## src/rtl/bcd2gray_stream.sv

```systemverilog
// rtl/bcd2gray_stream.sv - streaming BCD-to-Gray encoder with a small output buffer and transfer statistics
// Optional feature macro: BCD2GRAY_STEP_CHECK_EN (adds step_err, flags non-unit Hamming steps between delivered codes).
module bcd2gray_stream #(
  parameter int DEPTH = 2,
  parameter int CNT_W = 8
) (
  input  logic             clk,
  input  logic             rst_n,
  input  logic             in_valid,
  input  logic [3:0]       in_bcd,
  output logic             in_ready,
  output logic             out_valid,
  output logic [3:0]       out_gray,
  output logic             out_err,
  input  logic             out_ready,
  output logic [CNT_W-1:0] word_cnt,
  output logic [CNT_W-1:0] err_cnt
`ifdef BCD2GRAY_STEP_CHECK_EN
  ,
  output logic             step_err
`endif
);

  localparam int PTR_W = $clog2(DEPTH);
  localparam int OCC_W = PTR_W + 1;

  logic [3:0]       gray_mem_q [DEPTH];
  logic [DEPTH-1:0] err_mem_q;
  logic [PTR_W-1:0] wr_ptr_q;
  logic [PTR_W-1:0] rd_ptr_q;
  logic [PTR_W-1:0] rd_ptr_d;
  logic [OCC_W-1:0] occ_q;
  logic [OCC_W-1:0] occ_d;
  logic [3:0]       head_gray_q;
  logic [3:0]       head_gray_d;
  logic             head_err_q;
  logic             head_err_d;
  logic [CNT_W-1:0] word_cnt_q;
  logic [CNT_W-1:0] err_cnt_q;

  logic       push;
  logic       pop;
  logic [3:0] new_gray;
  logic       new_err;

  assign in_ready  = rst_n && (occ_q < OCC_W'(DEPTH));
  assign out_valid = (occ_q != '0);
  assign out_gray  = head_gray_q;
  assign out_err   = head_err_q;
  assign word_cnt  = word_cnt_q;
  assign err_cnt   = err_cnt_q;

  assign push     = in_valid && in_ready;
  assign pop      = out_valid && out_ready;
  assign new_gray = {in_bcd[3], in_bcd[3] ^ in_bcd[2], in_bcd[2] ^ in_bcd[1], in_bcd[1] ^ in_bcd[0]};
  assign new_err  = (in_bcd > 4'd9);

  always_comb begin
    rd_ptr_d    = pop ? rd_ptr_q + PTR_W'(1) : rd_ptr_q;
    occ_d       = occ_q;
    head_gray_d = head_gray_q;
    head_err_d  = head_err_q;
    if (push && !pop) begin
      occ_d = occ_q + OCC_W'(1);
    end else if (pop && !push) begin
      occ_d = occ_q - OCC_W'(1);
    end
    // The head register tracks the next head; an incoming digit lands there only
    // when it becomes the oldest entry, which is exactly when wr_ptr meets rd_ptr_d.
    if (occ_d != '0) begin
      if (push && (wr_ptr_q == rd_ptr_d)) begin
        head_gray_d = new_gray;
        head_err_d  = new_err;
      end else begin
        head_gray_d = gray_mem_q[rd_ptr_d];
        head_err_d  = err_mem_q[rd_ptr_d];
      end
    end
  end

  always_ff @(posedge clk) begin
    if (!rst_n) begin
      for (int i = 0; i < DEPTH; i++) begin
        gray_mem_q[i] <= 4'd0;
      end
      err_mem_q   <= '0;
      wr_ptr_q    <= '0;
      rd_ptr_q    <= '0;
      occ_q       <= '0;
      head_gray_q <= 4'd0;
      head_err_q  <= 1'b0;
      word_cnt_q  <= '0;
      err_cnt_q   <= '0;
    end else begin
      if (push) begin
        gray_mem_q[wr_ptr_q] <= new_gray;
        err_mem_q[wr_ptr_q]  <= new_err;
        wr_ptr_q             <= wr_ptr_q + PTR_W'(1);
      end
      rd_ptr_q    <= rd_ptr_d;
      occ_q       <= occ_d;
      head_gray_q <= head_gray_d;
      head_err_q  <= head_err_d;
      if (pop) begin
        word_cnt_q <= word_cnt_q + CNT_W'(1);
        if (head_err_q && (err_cnt_q != '1)) begin
          err_cnt_q <= err_cnt_q + CNT_W'(1);
        end
      end
    end
  end

`ifdef BCD2GRAY_STEP_CHECK_EN
  logic [3:0] last_gray_q;
  logic       seen_q;
  logic       step_err_q;
  logic [3:0] step_diff;
  logic [2:0] step_dist;

  assign step_err  = step_err_q;
  assign step_diff = head_gray_q ^ last_gray_q;
  assign step_dist = {2'b00, step_diff[0]} + {2'b00, step_diff[1]}
                   + {2'b00, step_diff[2]} + {2'b00, step_diff[3]};

  always_ff @(posedge clk) begin
    if (!rst_n) begin
      last_gray_q <= 4'd0;
      seen_q      <= 1'b0;
      step_err_q  <= 1'b0;
    end else if (pop) begin
      step_err_q  <= seen_q && (step_dist != 3'd1);
      last_gray_q <= head_gray_q;
      seen_q      <= 1'b1;
    end else begin
      step_err_q  <= 1'b0;
    end
  end
`endif

endmodule

```

## config.mk

```make
export PLATFORM = sky130hd
export DESIGN_NAME = bcd2gray_stream
export DESIGN_NICKNAME = d
export VERILOG_FILES = /design/src/rtl/bcd2gray_stream.sv
export SDC_FILE = /design/constraint.sdc
export NUM_CORES = 1
export LEC_CHECK = 0
export CORE_MARGIN = 3
export CORE_UTILIZATION = 47
export DETAILED_ROUTE_END_ITERATION = 8
export PLACE_DENSITY = 0.75
export SYNTH_ARGS = -nofsm -noshare
export SYNTH_HDL_FRONTEND = slang
export SYNTH_SLANG_ARGS = --single-unit
```

## constraint.sdc

```tcl
create_clock -name clk -period 1.86 [get_ports clk]
set_input_delay 0.372 -clock clk [delete_from_list [all_inputs] [get_ports clk]]
set_output_delay 0.372 -clock clk [all_outputs]
set_load 0.01 [all_outputs]
```

==> qor.yml, run 1 <==
hold_violations: 0
synth_area_per_cell_um2: 9.29
power_mw: 2.84
cts_tree: "built"
drive_gt1_frac: 0.196
grt_pass1_vias: 1451
synth_cell_types: 42
finalSetupTns_ns: 0
fillers: 314
max_cap_viol_count: 0
numCtsBuffers: 5
antenna_found_initial: 0
overflow: 0
vias_per_cell: 5.14
io_buffers: 30
first_iter_violations: 90
hold_buffers: 0
crit_end: "out_err"
nNetsFinal: 274
initial_core_util: 0.499
synth_flop_cell: "dfxtp_1"
leakagePower_nw: 1.08
route.detailed.drc: 0
num_io_pins: 31
syn-cell-area_um2: 1870
drv_slew: 0
r2r-start: "occ_q[0]"
critPathMaxStageDelay_ns: 0.49
crit_chain: "clkdlybuf4s50_1, inv_1, ha_1, nor2b_1, a2bb2oi_2, buf_4, o31ai_1, o32ai_2"
p_per_area_nw_per_um2: 1110
slew_headroom: 0.727
wl_um: 3970
n_antenna_cell: 0
die_y_um: 69.0
clk_latency_ns: 0.28
fmax_ghz: 0.555
skew_ns: 0.00543
htree_levels: 2
postCtsSetupBuffers: 0
clock_sinks: 35
ff2ff_path_depth: 9
crit_arrival_ns: 1.97
setup_ws_ns: 0.0582
required_ns: 2.03
reg2reg_slack_ns: 0.09
worstSetupStartpoint: "in_bcd[2]"
outcome: "finished, final reports clean"
rr_endpoint: "out_gray[1]"
multiInputGateArea_um2: 1040
fp-row-count: 22
ant_nets: 0
start_kind: "input port"
grt_max_degree: 25
hp-class: "reg2reg"
dieArea_um2: 4760
ys_seq_area_frac: 0.418
end_kind: "flip-flop"
rsz0062_at_grt: "true"
syn_inst: 201
drt-wirelength-per-cell_um: 12.9
finalCritPeriodShare: 0.969
setup_violations: 0
cts_root_buf: "clkbuf_8"
drt_pass1_iterations: 4
route.vias.total: 1582
synth_fp_nets: 216
ir_drop_uv: 591
dpl_worst_slack_ns: -0.292
cts_max_path_buffers: 2
tightest_slew_ns: 0.409
gp_congestion: 0.772
grt_pass1_wl_um: 6670
syn2layout_area_growth_pct: 37.7
holdPathStages: 2
die_x_um: 69.0
crit_slowest_cell: "clkdlybuf4s50_1"
clk_pin_slew_ns: 0.07
synth_async_sr_flop_share: 0
regArea_um2: 783
synth_edf_count: 8
ys_ff_latch: 35
ys_warn_count: 0
crit_type: "in2reg"
core-area_um2: 3740
grtUsageTotal: 0.169
crit_fanout: 3
dp_hpwl_um: 2790
min_period_ns: 1.80
-- routing by layer --
layer / vias up / wire [µm] / global-route usage
li1: 812 / - / -
met1: 719 / 1800 / 0.226
met2: 42 / 1860 / 0.269
met3: 9 / 230 / 0.0525
met4: 0 / 82 / 0.0390
met5: - / 0 / 0
-- synth_stat cells, drive strengths merged (2+ instances only) --
cell type | instances | area share
dfxtp | 27 | 0.29
nor2 | 23 | 0.046
nand2 | 18 | 0.036
inv | 10 | 0.020
mux2i | 10 | 0.054
xor2 | 10 | 0.047
edfxtp | 8 | 0.13
nand4 | 8 | 0.027
o21ai | 8 | 0.021
xnor2 | 8 | 0.042
ha | 7 | 0.047
a21oi | 6 | 0.016
and3 | 6 | 0.020
buf | 5 | 0.021
clkbuf | 5 | 0.010
nor2b | 4 | 0.013
nor3 | 4 | 0.011
and2 | 3 | 0.010
nand2b | 3 | 0.010
nand3 | 3 | 0.0080
nor3b | 3 | 0.012
or3 | 3 | 0.010
a2111oi | 2 | 0.013
and3b | 2 | 0.0094
and4 | 2 | 0.0094
nand3b | 2 | 0.015
o211ai | 2 | 0.0080
-- per-stage QoR --
stage / hold WS (ns) / instances / util / cell area, µm²
after floorplan: 0.462 / 201 / - / 1870
after global placement: 0.460 / 300 / 0.645 / 2410
after detailed placement: 0.464 / 300 / 0.645 / 2410
after CTS: 0.475 / 308 / 0.667 / 2500
after global routing: 0.497 / 308 / 0.686 / 2570
final: 0.473 / 308 / 0.686 / 2570
-- critical path: cells and delay by family --
kind	cells	cell delay (ns)
buffers and inverters	3	0.69
adders and majority gates	1	0.21
and+or+nand+nor	1	0.14
AOI/OAI and AO/OA	3	0.56
-- repair_timing --
action                                  4_1_cts  5_1_grt
endpoints found under the setup margin        1       12
pin swaps                                     0        2
gates resized for setup                       1       16
-- area by class of cell --
class / instances / share of cell area
inverters: 10 / 0.0146
flip-flops and latches: 35 / 0.305
well taps: 48 / 0.0234
clock buffers: 6 / 0.0282
multi-input cells: 146 / 0.406
clock inverters: 2 / 0.00438
repair buffers: 61 / 0.219
-- cell families (layout without fill, tap and decap cells) --
family | after synthesis | in the layout | share of synthesized area
DFF | 35 | 35 | 0.418
and+or+nand+nor | 84 | 84 | 0.237
adders and majority gates | 7 | 7 | 0.0469
AOI/OAI and AO/OA | 27 | 27 | 0.105
muxes | 10 | 10 | 0.0536
xor gates and xnor gates | 18 | 18 | 0.0885
buffers and inverters | 20 | 79 | 0.0509
-- cell usage in the layout, fill, tap and decap left out, drive strengths merged, types with 6 or more instances in the layout --
cell type	instances
nand4	8
and3	6
ha	7
a21oi	6
nand2	18
xnor2	8
edfxtp	8
o21ai	8
buf	31
clkdlybuf4s50	28
mux2i	10
clkbuf	6
dfxtp	27
inv	11
nor2	23
xor2	10
-- worst min-delay path by stage --
stage	start	end	slack, ns
floorplan	err_mem_q[0]	err_mem_q[0]	0.46
global placement	out_gray[0]	out_gray[0]	0.46
detailed placement	out_gray[1]	out_gray[1]	0.46
CTS	out_gray[1]	out_gray[1]	0.48
global route	out_gray[0]	out_gray[0]	0.50
finish	out_gray[0]	out_gray[0]	0.47
-- sequential cells by signal, summed over array words and instances (netlist names) --
name / cells
out_err: 1
word_cnt: 8
rd_ptr_q: 1
err_mem_q: 2
gray_mem_q: 8
wr_ptr_q: 1
err_cnt: 8
occ_q: 2
out_gray: 4
-- where the power goes --
group,total [mW],switching (mW),leakage [nW],internal [mW]
Combinational,1.35,0.607,0.732,0.740
Clock,0.535,0.272,0.0455,0.262
Sequential,0.959,0.0752,0.303,0.884
Note: power is estimated with default switching activity, not from simulation.
==> run 2, diff against run 1 <==
--- a/config.mk
+++ b/config.mk
@@ -5,10 +5,13 @@
 export SDC_FILE = /design/constraint.sdc
 export NUM_CORES = 1
 export LEC_CHECK = 0
+export CELL_PAD_IN_SITES_DETAIL_PLACEMENT = 1
+export CELL_PAD_IN_SITES_GLOBAL_PLACEMENT = 1
 export CORE_MARGIN = 3
-export CORE_UTILIZATION = 47
+export CORE_UTILIZATION = 36
 export DETAILED_ROUTE_END_ITERATION = 8
-export PLACE_DENSITY = 0.75
+export GPL_TIMING_DRIVEN = 0
+export PLACE_DENSITY_LB_ADDON = 0.1
 export SYNTH_ARGS = -nofsm -noshare
 export SYNTH_HDL_FRONTEND = slang
 export SYNTH_SLANG_ARGS = --single-unit
==> run 2 against run 1 <==
- design area increased by 1.5%
- clock power increased by 13%
- worst setup slack worse by 0.037 ns
==> qor.yml, run 2 (synthesized netlist as in run 1, its figures left out) <==
outcome: "finished, final reports clean"
final_cell_mix: "26 x clkdlybuf4s50_1, 25 x dfxtp_1, 23 x nor2_1"
grt_max_degree: 11  # -56%
route.detailed.drc: 0  # unchanged
hold_buffers: 0  # unchanged
grt_pass1_vias: 1687  # +16%
min_period_ns: 1.84  # +0.0369 ns
clk_pin_slew_ns: 0.07  # about the same
finalCritPeriodShare: 0.989  # +0.0198
max_cap_viol_count: 0  # unchanged
finalSetupTns_ns: 0  # unchanged
die_x_um: 78.0  # +13%
slew_headroom: 0.698  # -0.0290
tightest_slew_ns: 0.453  # +0.0443 ns
cts_root_buf: "clkbuf_8"
wl_um: 4810  # +21%
start_kind: "input port"
vias_per_cell: 5.13  # -0.12%
fmax_ghz: 0.544  # -2.0%
grt_pass1_wl_um: 7790  # +17%
grtUsageTotal: 0.162  # -0.00786
required_ns: 2.07  # +0.04 ns
core-area_um2: 4880  # +30%
dieArea_um2: 6090  # +28%
gp_congestion: 0.832  # +7.8%
instances_no_fill: 315  # +2.3%
initial_core_util: 0.383  # -0.116
fp-row-count: 25  # +14%
die_y_um: 78.0  # +13%
p_per_area_nw_per_um2: 1160  # +5.1%
ir_drop_uv: 435  # -26%
htree_levels: 2  # unchanged
n_antenna_cell: 0  # unchanged
num_io_pins: 31  # unchanged
skew_ns: 0.00409  # -0.00134 ns
drv_slew: 0  # unchanged
mostFrequentLayoutCell: "clkdlybuf4s50_1"
ant_nets: 0  # unchanged
syn2layout_area_growth_pct: 39.7
crit_arrival_ns: 2.04  # +0.07 ns
multiInputGateArea_um2: 1120  # +7.4%
overflow: 0  # unchanged
drt-wirelength-per-cell_um: 15.3  # +18%
regArea_um2: 788  # +0.64%
end_kind: "flip-flop"
crit_type: "in2reg"
numCtsBuffers: 5  # unchanged
fillers: 550  # +75%
hold_violations: 0  # unchanged
antenna_found_initial: 0  # unchanged
setup_violations: 0  # unchanged
cts_max_path_buffers: 2  # unchanged
hp-class: "in2reg"
clock_sinks: 35  # unchanged
drive_gt1_frac: 0.185  # -0.0107
io_buffers: 29  # -3.3%
dp_hpwl_um: 3410  # +22%
drt_pass1_iterations: 4  # unchanged
clk_latency_ns: 0.29  # about the same
route.vias.total: 1616  # +2.1%
cts_tree: "built"
nNetsFinal: 263  # -4.0%
crit_fanout: 4  # +1
leakagePower_nw: 1.05  # -2.9%
first_iter_violations: 59  # -34%
place_inst: 297  # -1.0%
==> run 2: changes by cell type in the layout (fill, tap and decap cells not counted), moves of 3 or more <==
cell | before | now
buf_6 | 2 | 8
buf_4 | 27 | 7
clkbuf_1 | 1 | 4
inv_1 | 10 | 7
==> run 2: critical path, stage by stage <==
cell and delay [ns]:
clkdlybuf4s50_1 0.46, inv_1 0.08, ha_1 0.22, nor2b_4 0.19, a2bb2oi_4 0.20, nand3_1 0.12
and4_1 0.21, o32ai_2 0.19
==> run 2: area by class of cell <==
type,instances,share of cell area
Buffer,10,0.0321
Multi-Input combinational cell,146,0.430
Timing Repair Buffer,40,0.150
Tap cell,67,0.0321
Inverter,10,0.0158
Sequential cell,35,0.302
Clock buffer,7,0.0374
==> run 2: final timing paths <==
path | from | end | slack, ns | cells after the start
setup / recovery | in_bcd[2] | out_err | 0.02 | 8
hold / removal | rst_n | out_gray[2] | 0.41 | 3
setup reg to reg | occ_q[0] | out_err | 0.08 | 9
hold reg to reg | out_gray[3] | out_gray[3] | 0.47 | 2
==> run 2: power by group <==
group	switching (mW)	leakage (nW)	internal (mW)	total [mW]
clock	0.263	0.0495	0.338	0.602
combinational	0.664	0.696	0.774	1.44
sequential	0.0983	0.304	0.892	0.991
total	1.03	1.05	2.00	3.03
==> run 2: layer usage <==
| metal | vias to the layer above | part of all wire | wire [µm] | global-route usage |
|---|---|---|---|---|
| met5 | - | 0 | 0 | 0 |
| met2 | 33 | 0.51 | 2470 | 0.277 |
| met1 | 784 | 0.42 | 2050 | 0.189 |
| met4 | 0 | 0.015 | 70 | 0.0699 |
| met3 | 6 | 0.047 | 226 | 0.0424 |
| li1 | 793 | - | - | - |
==> run 2: per-stage QoR <==
step | cell area [µm²] | util | setup WS (ns) | total power [mW] | hold slack [ns]
floorplan | 1870 | - | 0.0670 | 1.69 | 0.462
global placement | 2240 | 0.459 | -0.462 | 1.98 | 0.459
detailed placement | 2240 | 0.459 | -0.495 | 2.02 | 0.470
CTS | 2450 | 0.502 | -0.0797 | 2.80 | 0.435
global route | 2610 | 0.534 | -0.0865 | 3.23 | 0.417
finish | 2610 | 0.534 | 0.0213 | 3.03 | 0.408
==> run 2: what timing repair did <==
| action | 4_1_cts | 5_1_grt |
|---|---|---|
| endpoints found under the setup margin | 23 | 20 |
| pin swaps | 2 | 7 |
| resized for setup | 14 | 31 |
| setup buffers | 8 | 4 |
==> run 3, diff against run 2 <==
--- a/config.mk
+++ b/config.mk
@@ -8,7 +8,7 @@
 export CELL_PAD_IN_SITES_DETAIL_PLACEMENT = 1
 export CELL_PAD_IN_SITES_GLOBAL_PLACEMENT = 1
 export CORE_MARGIN = 3
-export CORE_UTILIZATION = 36
+export CORE_UTILIZATION = 43
 export DETAILED_ROUTE_END_ITERATION = 8
 export GPL_TIMING_DRIVEN = 0
 export PLACE_DENSITY_LB_ADDON = 0.1
==> constraint.sdc (replaced) <==
create_clock -name clk -period 2.2 [get_ports clk]
set_input_delay 0.44 -clock clk [delete_from_list [all_inputs] [get_ports clk]]
set_output_delay 0.44 -clock clk [all_outputs]
set_load 0.01 [all_outputs]
==> run 3 against run 2 <==
- via count decreased by 0.37%
- clock-buffer cell count fell by 1
- combinational power down 38%
- register-to-register slack improved by 0.13 ns
- first-iteration DRC count decreased by 8.5%
- cell count down 8.6%
- utilization grew 3.9 points
- largest power group unchanged
- critical endpoint is now in_ready
- critical path depth shrank 3
- power shrank 26%
- flip-flop and latch count is the same
- highest routed layer unchanged
- critical path type is now in2out
- non-clock buffer count fell by 11
- die area is 15% lower
==> qor.yml, run 3 (synthesized netlist as in run 1, its figures left out) <==
route.vias.total: 1610  # -0.37%
route.detailed.drc: 0  # unchanged
hp-class: "reg2reg"
required_ns: 1.76  # -0.31 ns
wl_met3_um: 224  # -0.88%
critPathMaxStageDelay_ns: 0.54  # +0.08 ns
overflow: 0  # unchanged
drv_slew: 0  # unchanged
hold_buffers: 0  # unchanged
hold_end: "out_gray[3]"
timing.hold.ws_ns: 0.476  # +0.0681 ns
clk_pin_slew_ns: 0.07  # about the same
start_kind: "input port"
vias_per_cell: 5.59  # +9.0%
min_period_ns: 2.14
outcome: "finished, final reports clean"
clock_sinks: 35  # unchanged
cts_root_buf: "clkbuf_8"
grt_max_degree: 13  # +2
rr_endpoint: "out_gray[2]"
setup_ws_ns: 0.0638  # +0.0425 ns
cts_max_path_buffers: 2  # unchanged
swShare: 0.348  # +0.00924
top_layer: "met4"
io_buffers: 29  # unchanged
dpl_worst_slack_ns: -0.232  # +0.264 ns
initial_core_util: 0.457  # +0.0743
drt-wirelength-per-cell_um: 16.5  # +8.2%
crit_fanout: 10  # +6
grt_pass1_vias: 1727  # +2.4%
drive_gt1_frac: 0.0966  # -0.0888
crit_type: "in2out"
crit_chain: "buf_2, inv_2, clkbuf_2, nor2_1, clkdlybuf4s50_1"
mostFrequentLayoutCell: "clkdlybuf4s50_1"
wl_um: 4760  # -1.1%
setup_violations: 0  # unchanged
wl_met2_um: 2370  # -4.2%
nNetsFinal: 252  # -4.2%
core-area_um2: 4090  # -16%
postCtsSetupBuffers: 0  # -8
numCtsBuffers: 5  # unchanged
fp-row-count: 23  # -8.0%
first_iter_violations: 54  # -8.5%
p_seq_frac: 0.369  # +0.042
critical-path-top-delay-family: "buffers and inverters"
cts_tree: "built"
r2r-start: "occ_q[0]"
fin_area_um2: 2340  # -10%
power_switching_mw: 0.783  # -24%
die_y_um: 71.9  # -7.8%
combPwrFrac: 0.395  # -0.079
finalCritPeriodShare: 0.971
cp_num_cells: 5  # -3
fmax_ghz: 0.468
min_from: "out_gray[3]"
slew_headroom: 0.651  # -0.0463
ant_nets: 0  # unchanged
clk_latency_ns: 0.29  # about the same
tightest_slew_ns: 0.523  # +0.0695 ns
reg2reg_slack_ns: 0.21  # +0.13 ns
met1_length_um: 2040  # -0.29%
p_per_area_nw_per_um2: 960  # -17%
ir_drop_uv: 400  # -8.1%
die_x_um: 71.9  # -7.8%
leakagePower_nw: 0.922  # -12%
timing.critical_path.buf_inv: 4  # +2
drt_pass1_iterations: 4  # unchanged
hold_violations: 0  # unchanged
end_kind: "output pin"
dp_hpwl_um: 3520  # +3.1%
num_io_pins: 31  # unchanged
final_cell_mix: "29 x clkdlybuf4s50_1, 25 x dfxtp_1, 23 x nor2_1"
grtUsageTotal: 0.193  # +0.0311
grt_pass1_wl_um: 7800  # about the same
syn2layout_area_growth_pct: 25.6
max_cap_viol_count: 0  # unchanged
holdPathStages: 2  # -1
clkPwrFrac: 0.236  # +0.037
internal-power_mw: 1.47  # -27%
worstSetupStartpoint: "rst_n"
ff2ff_path_depth: 9  # unchanged
crit_slowest_cell: "clkdlybuf4s50_1"
gp_congestion: 0.868  # +4.3%
htree_levels: 2  # unchanged
dieArea_um2: 5170  # -15%
placed_area_um2: 2220  # -0.95%
rsz0062_at_grt: "false"
skew_ns: 0.00644  # +0.00234 ns
antenna_found_initial: 0  # unchanged
crit_arrival_ns: 1.70  # -0.34 ns
n_antenna_cell: 0  # unchanged
run 3: worst max-delay path by stage:
stage                  endpoint
floorplan           word_cnt[7]
global placement        out_err
detailed placement      out_err
CTS                    in_ready
global route           in_ready
finish                 in_ready
run 3: worst min-delay path, stage by stage (launching register included):
cell,delay (ns)
dfxtp_1,0.31
nand2b_1,0.06
a21oi_1,0.06
run 3: final cells by class:
cell class | instances | area [µm²]
buffer | 10 | 58.8
multi-input combinational | 146 | 1000
timing repair buffer | 29 | 290
clock buffer | 6 | 93.8
inverter | 10 | 37.5
fill | 481 | 1740
clock inverter | 2 | 13.8
tap | 50 | 62.6
sequential | 35 | 783
run 3: metal layers:
layer	up-vias	track usage
met5	-	0
met4	0	0.0919
met3	13	0.0512
met2	46	0.326
met1	778	0.227
li1	773	-
run 3: stage by stage:
step / power [mW] / cells / util / setup TNS, ns
global route: 2.40 / 288 / 0.574 / 0
floorplan: 1.43 / 201 / - / 0
global placement: 1.67 / 280 / 0.543 / -0.709
detailed placement: 1.72 / 280 / 0.543 / -1.03
finish: 2.25 / 288 / 0.574 / 0
CTS: 2.26 / 288 / 0.570 / 0
run 3: power by group through the flow:
stage	Combinational (mW)	Sequential [mW]	Clock (mW)
after floorplan	0.593	0.838	0
after global placement	0.838	0.830	0
after detailed placement	0.880	0.840	0
after CTS	0.886	0.824	0.551
after global routing	0.975	0.843	0.580
final	0.889	0.831	0.532
run 3: timing repair:
action,4_1_cts,5_1_grt
pin swaps,0,1
endpoints found under the setup margin,1,12
resized for setup,2,5
endpoints found under the hold margin,0,0
